**src/rtl/beacon_sched.sv**
```systemverilog
// beacon_sched: counts an RF strobe burst and fires a TX strobe/window centred on the burst midpoint.
module beacon_sched #(
    parameter int CNT_W      = 8,
    parameter int DLY_W      = 9,
    parameter int BASE_DELAY = 255,
    parameter int MIN_CNT    = 2,
    parameter int TX_LEN     = 16,
    parameter int HOLD       = 64
) (
    input  logic             clk,
    input  logic             rst,
    input  logic             enable,
    input  logic             rx_stb,
    output logic             tx_stb,
    output logic             tx_en,
    output logic             busy,
    output logic             dropped,
    output logic [CNT_W-1:0] burst_cnt
);
    // one timer serves the collect delay, the TX window and the holdoff, so it must fit all three
    localparam int TW0 = DLY_W > $clog2(TX_LEN + 1) ? DLY_W : $clog2(TX_LEN + 1);
    localparam int TW  = TW0 > $clog2(HOLD + 1) ? TW0 : $clog2(HOLD + 1);
    localparam logic [TW-1:0]    TMAX = TW'(2 ** DLY_W - 1);
    localparam logic [TW-1:0]    TXL  = TW'(TX_LEN - 1);
    localparam logic [TW-1:0]    HL   = TW'(HOLD == 0 ? 0 : HOLD - 1);
    localparam logic [CNT_W-1:0] CMAX = '1;
    localparam logic [CNT_W-1:0] MINC = CNT_W'(MIN_CNT);

    typedef enum logic [1:0] {IDLE, COLLECT, TX, HOLDOFF} state_t;

    state_t           state_q, state_d;
    logic [CNT_W-1:0] cnt_q, cnt_d, burst_q, burst_d;
    logic [TW-1:0]    tmr_q, tmr_d, target;
    logic             tx_stb_q, tx_stb_d, tx_en_q, tx_en_d, busy_q, busy_d, drop_q, drop_d;

    assign target = TW'(BASE_DELAY) + TW'(cnt_q >> 1);

    always_comb begin
        state_d  = state_q;
        cnt_d    = cnt_q;
        tmr_d    = tmr_q;
        burst_d  = burst_q;
        tx_stb_d = 1'b0;
        tx_en_d  = tx_en_q;
        drop_d   = 1'b0;
        if (!enable && state_q != IDLE) begin
            state_d = IDLE;
            cnt_d   = '0;
            tmr_d   = '0;
            tx_en_d = 1'b0;
        end else begin
            case (state_q)
                IDLE: if (enable && rx_stb) begin
                    state_d = COLLECT;
                    cnt_d   = CNT_W'(1);
                    tmr_d   = '0;
                end
                COLLECT: if (!rx_stb && tmr_q >= target) begin
                    tmr_d = '0;
                    if (cnt_q >= MINC) begin
                        state_d  = TX;
                        tx_stb_d = 1'b1;
                        tx_en_d  = 1'b1;
                        burst_d  = cnt_q;
                    end else begin
                        state_d = IDLE;
                        drop_d  = 1'b1;
                    end
                end else begin
                    tmr_d = tmr_q == TMAX ? tmr_q : tmr_q + 1'b1;
                    cnt_d = rx_stb && cnt_q != CMAX ? cnt_q + 1'b1 : cnt_q;
                end
                TX: if (tmr_q == TXL) begin
                    state_d = HOLD == 0 ? IDLE : HOLDOFF;
                    tmr_d   = '0;
                    tx_en_d = 1'b0;
                end else begin
                    tmr_d = tmr_q + 1'b1;
                end
                HOLDOFF: if (tmr_q == HL) begin
                    state_d = IDLE;
                    tmr_d   = '0;
                end else begin
                    tmr_d = tmr_q + 1'b1;
                end
                default: state_d = IDLE;
            endcase
        end
        busy_d = state_d != IDLE;
    end

    always_ff @(posedge clk or posedge rst) begin
        if (rst) begin
            state_q  <= IDLE;
            cnt_q    <= '0;
            tmr_q    <= '0;
            burst_q  <= '0;
            tx_stb_q <= 1'b0;
            tx_en_q  <= 1'b0;
            busy_q   <= 1'b0;
            drop_q   <= 1'b0;
        end else begin
            state_q  <= state_d;
            cnt_q    <= cnt_d;
            tmr_q    <= tmr_d;
            burst_q  <= burst_d;
            tx_stb_q <= tx_stb_d;
            tx_en_q  <= tx_en_d;
            busy_q   <= busy_d;
            drop_q   <= drop_d;
        end
    end

    assign tx_stb    = tx_stb_q;
    assign tx_en     = tx_en_q;
    assign busy      = busy_q;
    assign dropped   = drop_q;
    assign burst_cnt = burst_q;
endmodule

```
**config.mk**
```make
export PLATFORM = sky130hd
export DESIGN_NAME = beacon_sched
export DESIGN_NICKNAME = d
export VERILOG_FILES = /design/src/rtl/beacon_sched.sv
export SDC_FILE = /design/constraint.sdc
export NUM_CORES = 1
export LEC_CHECK = 0
export CORE_MARGIN = 2
export CORE_UTILIZATION = 40
export CTS_BUF_LIST = sky130_fd_sc_hd__clkbuf_8
export CTS_CLUSTER_DIAMETER = 50
export CTS_CLUSTER_SIZE = 20
export DETAILED_ROUTE_END_ITERATION = 8
export DONT_BUFFER_PORTS = 1
export PLACE_DENSITY = 0.65
export SETUP_SLACK_MARGIN = 0.3
export SYNTH_ARGS = -nofsm -noshare
export SYNTH_HDL_FRONTEND = slang
export SYNTH_SLANG_ARGS = --single-unit
```
**constraint.sdc**
```tcl
create_clock -name clk -period 4.85 [get_ports clk]
set_clock_uncertainty 0.15 [all_clocks]
set_input_delay 0.2425 -clock clk [delete_from_list [all_inputs] [get_ports clk]]
set_output_delay 0.2425 -clock clk [all_outputs]
set_load 0.005 [all_outputs]
```
==> impl_metrics.yaml <==
synth:
  yosysWarnings: 0
  synth-xor-area-share_pct: 1.659
  synth_cell_types: 54
  ys_seq_area_share_pct: 36.73
  synthMuxAreaShare_pct: 5.687
  synth-seq-cells: 31
  async_reset_ff_share_pct: 100.0
  mappedNetlistArea_um2: 2112
  yosysTopAreaCellShare_pct: 36.73
  synth_simple_gate_area_share_pct: 19.91
  synth_top_cell_by_area: "dfrtp_1"
  netlist_top_cells_area: "dfrtp_1 (37%), ha_1 (8.9%), mux2_4 (5.7%)"
  synth_compound_area_share_pct: 22.16
  synthAdderAreaFrac_pct: 8.886
  synth_edf_count: 0
  synth_top_family_by_area: "compound AO/OA/AOI/OAI gates"
  synth_flop_cell: "dfrtp_1"
  synth.avg_cell_area_um2: 9.688
  synth_nets: 237
  syn_inst: 218
global_route:
  antenna_found_initial: 0
  overflow: 0
  grt_pass1_vias: 1582
  grt_pass1_wl_um: 7555
  grt_max_degree: 18
  gr-usage-all-layers_pct: 16.36
worst_setup_path:
  cp_common_cell: "ha_1"
  critical_path.cell_chain: "inv_1, ha_1, nor3b_1, nand2_1, xor2_1, ha_1, nand4_2, or3_1, o221ai_2, and3b_1, mux2_4"
  endpoint_kind: "flop"
  crit_required_ns: 4.87
  critPathKind: "reg2reg"
  critPathLaunchType: "flop"
  ff2ff_path_depth: 11
  cp.arrival_ns: 3.64
  rr_startpoint: "cnt_q[1]$_DFFE_PP0P_"
  cp_max_fo: 9
  max_stage_delay_ns: 0.56
  reg2reg_slack_ns: 1.23
  crit_start: "cnt_q[1]$_DFFE_PP0P_"
  r2r_end: "burst_cnt[4]$_DFFE_PP0P_"
  crit_path_end: "burst_cnt[4]$_DFFE_PP0P_"
  slowest_stage: "and3b_1"
placement:
  port-buffer-count: 0
  post-place-ws_ns: 1.217
  gp_congestion: 0.8044
  place_hpwl_um: 3156
pwr:
  combPwrFrac_pct: 11.8
  internal_power_uw: 398.2
  ir_drop_mv: 0.09557
  power_frac_seq_pct: 50.0
  cellPowerDensity_nw_per_um2: 240.3
  switching_share_pct: 26.47
  power.switching_uw: 143.4
  power_frac_clock_pct: 38.2
  p_leak_nw: 1.030
layout:
  nFillCells: 496
  n_antenna_cell: 0
  syn2layout_area_growth_pct: 6.694
  layout.nets: 236
  drive_above_1_share_pct: 14.29
timing:
  fin_ws_ns: 1.226
  setup_tns_ns: 0
  rsz0062_at_grt: "no"
  maxSlewViolCount: 0
  min_period_over_period_pct: 74.73
  hold_viol: 0
  max_clock_freq_mhz: 275.9
  worst_pin_slew_ns: 0.5708
  maxSlewHeadroom_pct: 61.90
  setup_violations: 0
  timing.final.crit_period_ns: 3.624
die:
  ios: 16
  die-area_um2: 5878
  die_width_um: 76.67
  coreArea_um2: 5107
  start_util_pct: 41.35
  die_h_um: 76.67
  fp-row-count: 26
detailed_routing:
  routed_wl_um: 4329
  drt-initial-drc-count: 105
  avgRoutedWirePerCell_um: 15.08
  routed_via_density: 5.502
  vias: 1579
  drc: 0
  drt_first_pass_iters: 4
  ant_nets: 0
clock_tree:
  h-tree-depth: 2
  cts_buffers: 5
  path_clk_slew_ns: 0.06
  clk_latency_ns: 0.29
  cts.path.max_buffers: 2
  cts_setup_buffers: 0
  cts-root-buf: "clkbuf_8"
  cts_resized: 0
  cts.sinks: 31
  cts_tree: "built"
min_path:
  hold_depth: 2
  hold_class: "in2reg"
outcome:
  status: "completed"
run:
  cap_violations: 0
==> cells by family (layout without fill, tap and decap cells) <==
family,count (synthesis),after routing
compound gates,60,60
xor+xnor,4,4
fa+ha+maj,15,15
buf+inv,21,20
flops,31,31
mux,8,8
simple gates,79,79
==> power groups by stage <==
stage | sequential [mW] | combinational, mW | clock [mW]
global route | 0.272 | 0.0747 | 0.231
finish | 0.271 | 0.0637 | 0.207
floorplan | 0.272 | 0.0554 | 0
CTS | 0.271 | 0.0646 | 0.217
global placement | 0.276 | 0.0611 | 0
detailed placement | 0.276 | 0.0610 | 0
==> timing repair <==
| item | in CTS | in global routing |
|---|---|---|
| hold endpoints to repair | 25 | 0 |
| hold buffers | 3 | 0 |
| setup endpoints to repair | 0 | 0 |
==> how the worst min path moves through the flow <==
stage / start / end / slack, ns
after floorplan: rst / burst_cnt[0]$_DFFE_PP0P_ / 0.20
after global placement: rst / dropped$_DFF_PP0_ / 0.07
after detailed placement: rst / dropped$_DFF_PP0_ / 0.08
after CTS: enable / cnt_q[0]$_DFFE_PP0P_ / 0.02
after global routing: rx_stb / state_q[1]$_DFF_PP0_ / 0.06
final: enable / cnt_q[0]$_DFFE_PP0P_ / 0.03
==> registers in the layout, indices dropped and copies added, names as in the netlist <==
name and flops:
tmr_q 9, burst_cnt 8, cnt_q 8, state_q 2, busy 1, dropped 1, tx_en 1, tx_stb 1
==> synthesized netlist by cell type, drive strengths merged (5+ instances only) <==
| master | count |
|---|---|
| a21oi | 10 |
| inv | 9 |
| and3 | 7 |
| dfrtp | 31 |
| buf | 6 |
| nand3 | 8 |
| nor2 | 17 |
| nand2 | 23 |
| mux2 | 8 |
| ha | 15 |
| o21ai | 18 |
| clkbuf | 6 |
| o31ai | 5 |
==> layer usage <==
layer,vias to the layer above,global-route usage [%],part of all wire [%]
met3,8,4.588,4.6
met2,36,25.44,45
li1,790,-,-
met4,0,7.273,1.7
met1,745,21.14,48
met5,-,0,0
==> layout by cell type (no fill, tap or decap), drive strengths merged, types with 5 or more instances in the layout <==
cell    netlist  final
clkbuf        6      6
ha           15     15
mux2          8      8
inv           9      9
nand2        23     23
nor2         17     17
a21oi        10     10
o21ai        18     18
and3          7      7
o31ai         5      5
nand3         8      8
dfrtp        31     31
==> through the flow <==
stage	hold slack (ns)	power, mW	cells	instance area, um2	util [%]
after floorplan	0.1960	0.3278	218	2112	-
after global placement	0.06907	0.3367	277	2136	41.82
after detailed placement	0.07669	0.3367	277	2136	41.82
after CTS	0.02468	0.5522	287	2253	44.12
after global routing	0.05608	0.5769	287	2253	44.12
final	0.03001	0.5416	287	2253	44.12
==> layout make-up <==
| class | instances | area, um2 | share of cell area (%) |
|---|---|---|---|
| Tap cell | 70 | 87.58 | 3.887 |
| Clock buffer | 6 | 82.58 | 3.665 |
| Timing Repair Buffer | 4 | 37.54 | 1.666 |
| Inverter | 9 | 33.78 | 1.499 |
| Clock inverter | 1 | 5.005 | 0.2221 |
| Multi-Input combinational cell | 166 | 1231 | 54.64 |
| Sequential cell | 31 | 775.7 | 34.43 |
==> critical path, delay by kind of cell (launching register included) <==
kind / cells / cell delay, ns
muxes: 1 / 0.34
and+or+nand+nor: 5 / 1.48
DFF: 1 / 0.46
xor gates and xnor gates: 1 / 0.16
AOI/OAI and AO/OA: 1 / 0.30
buffers and inverters: 1 / 0.11
adders and majority gates: 2 / 0.49
(Power assumes the default switching activity.)
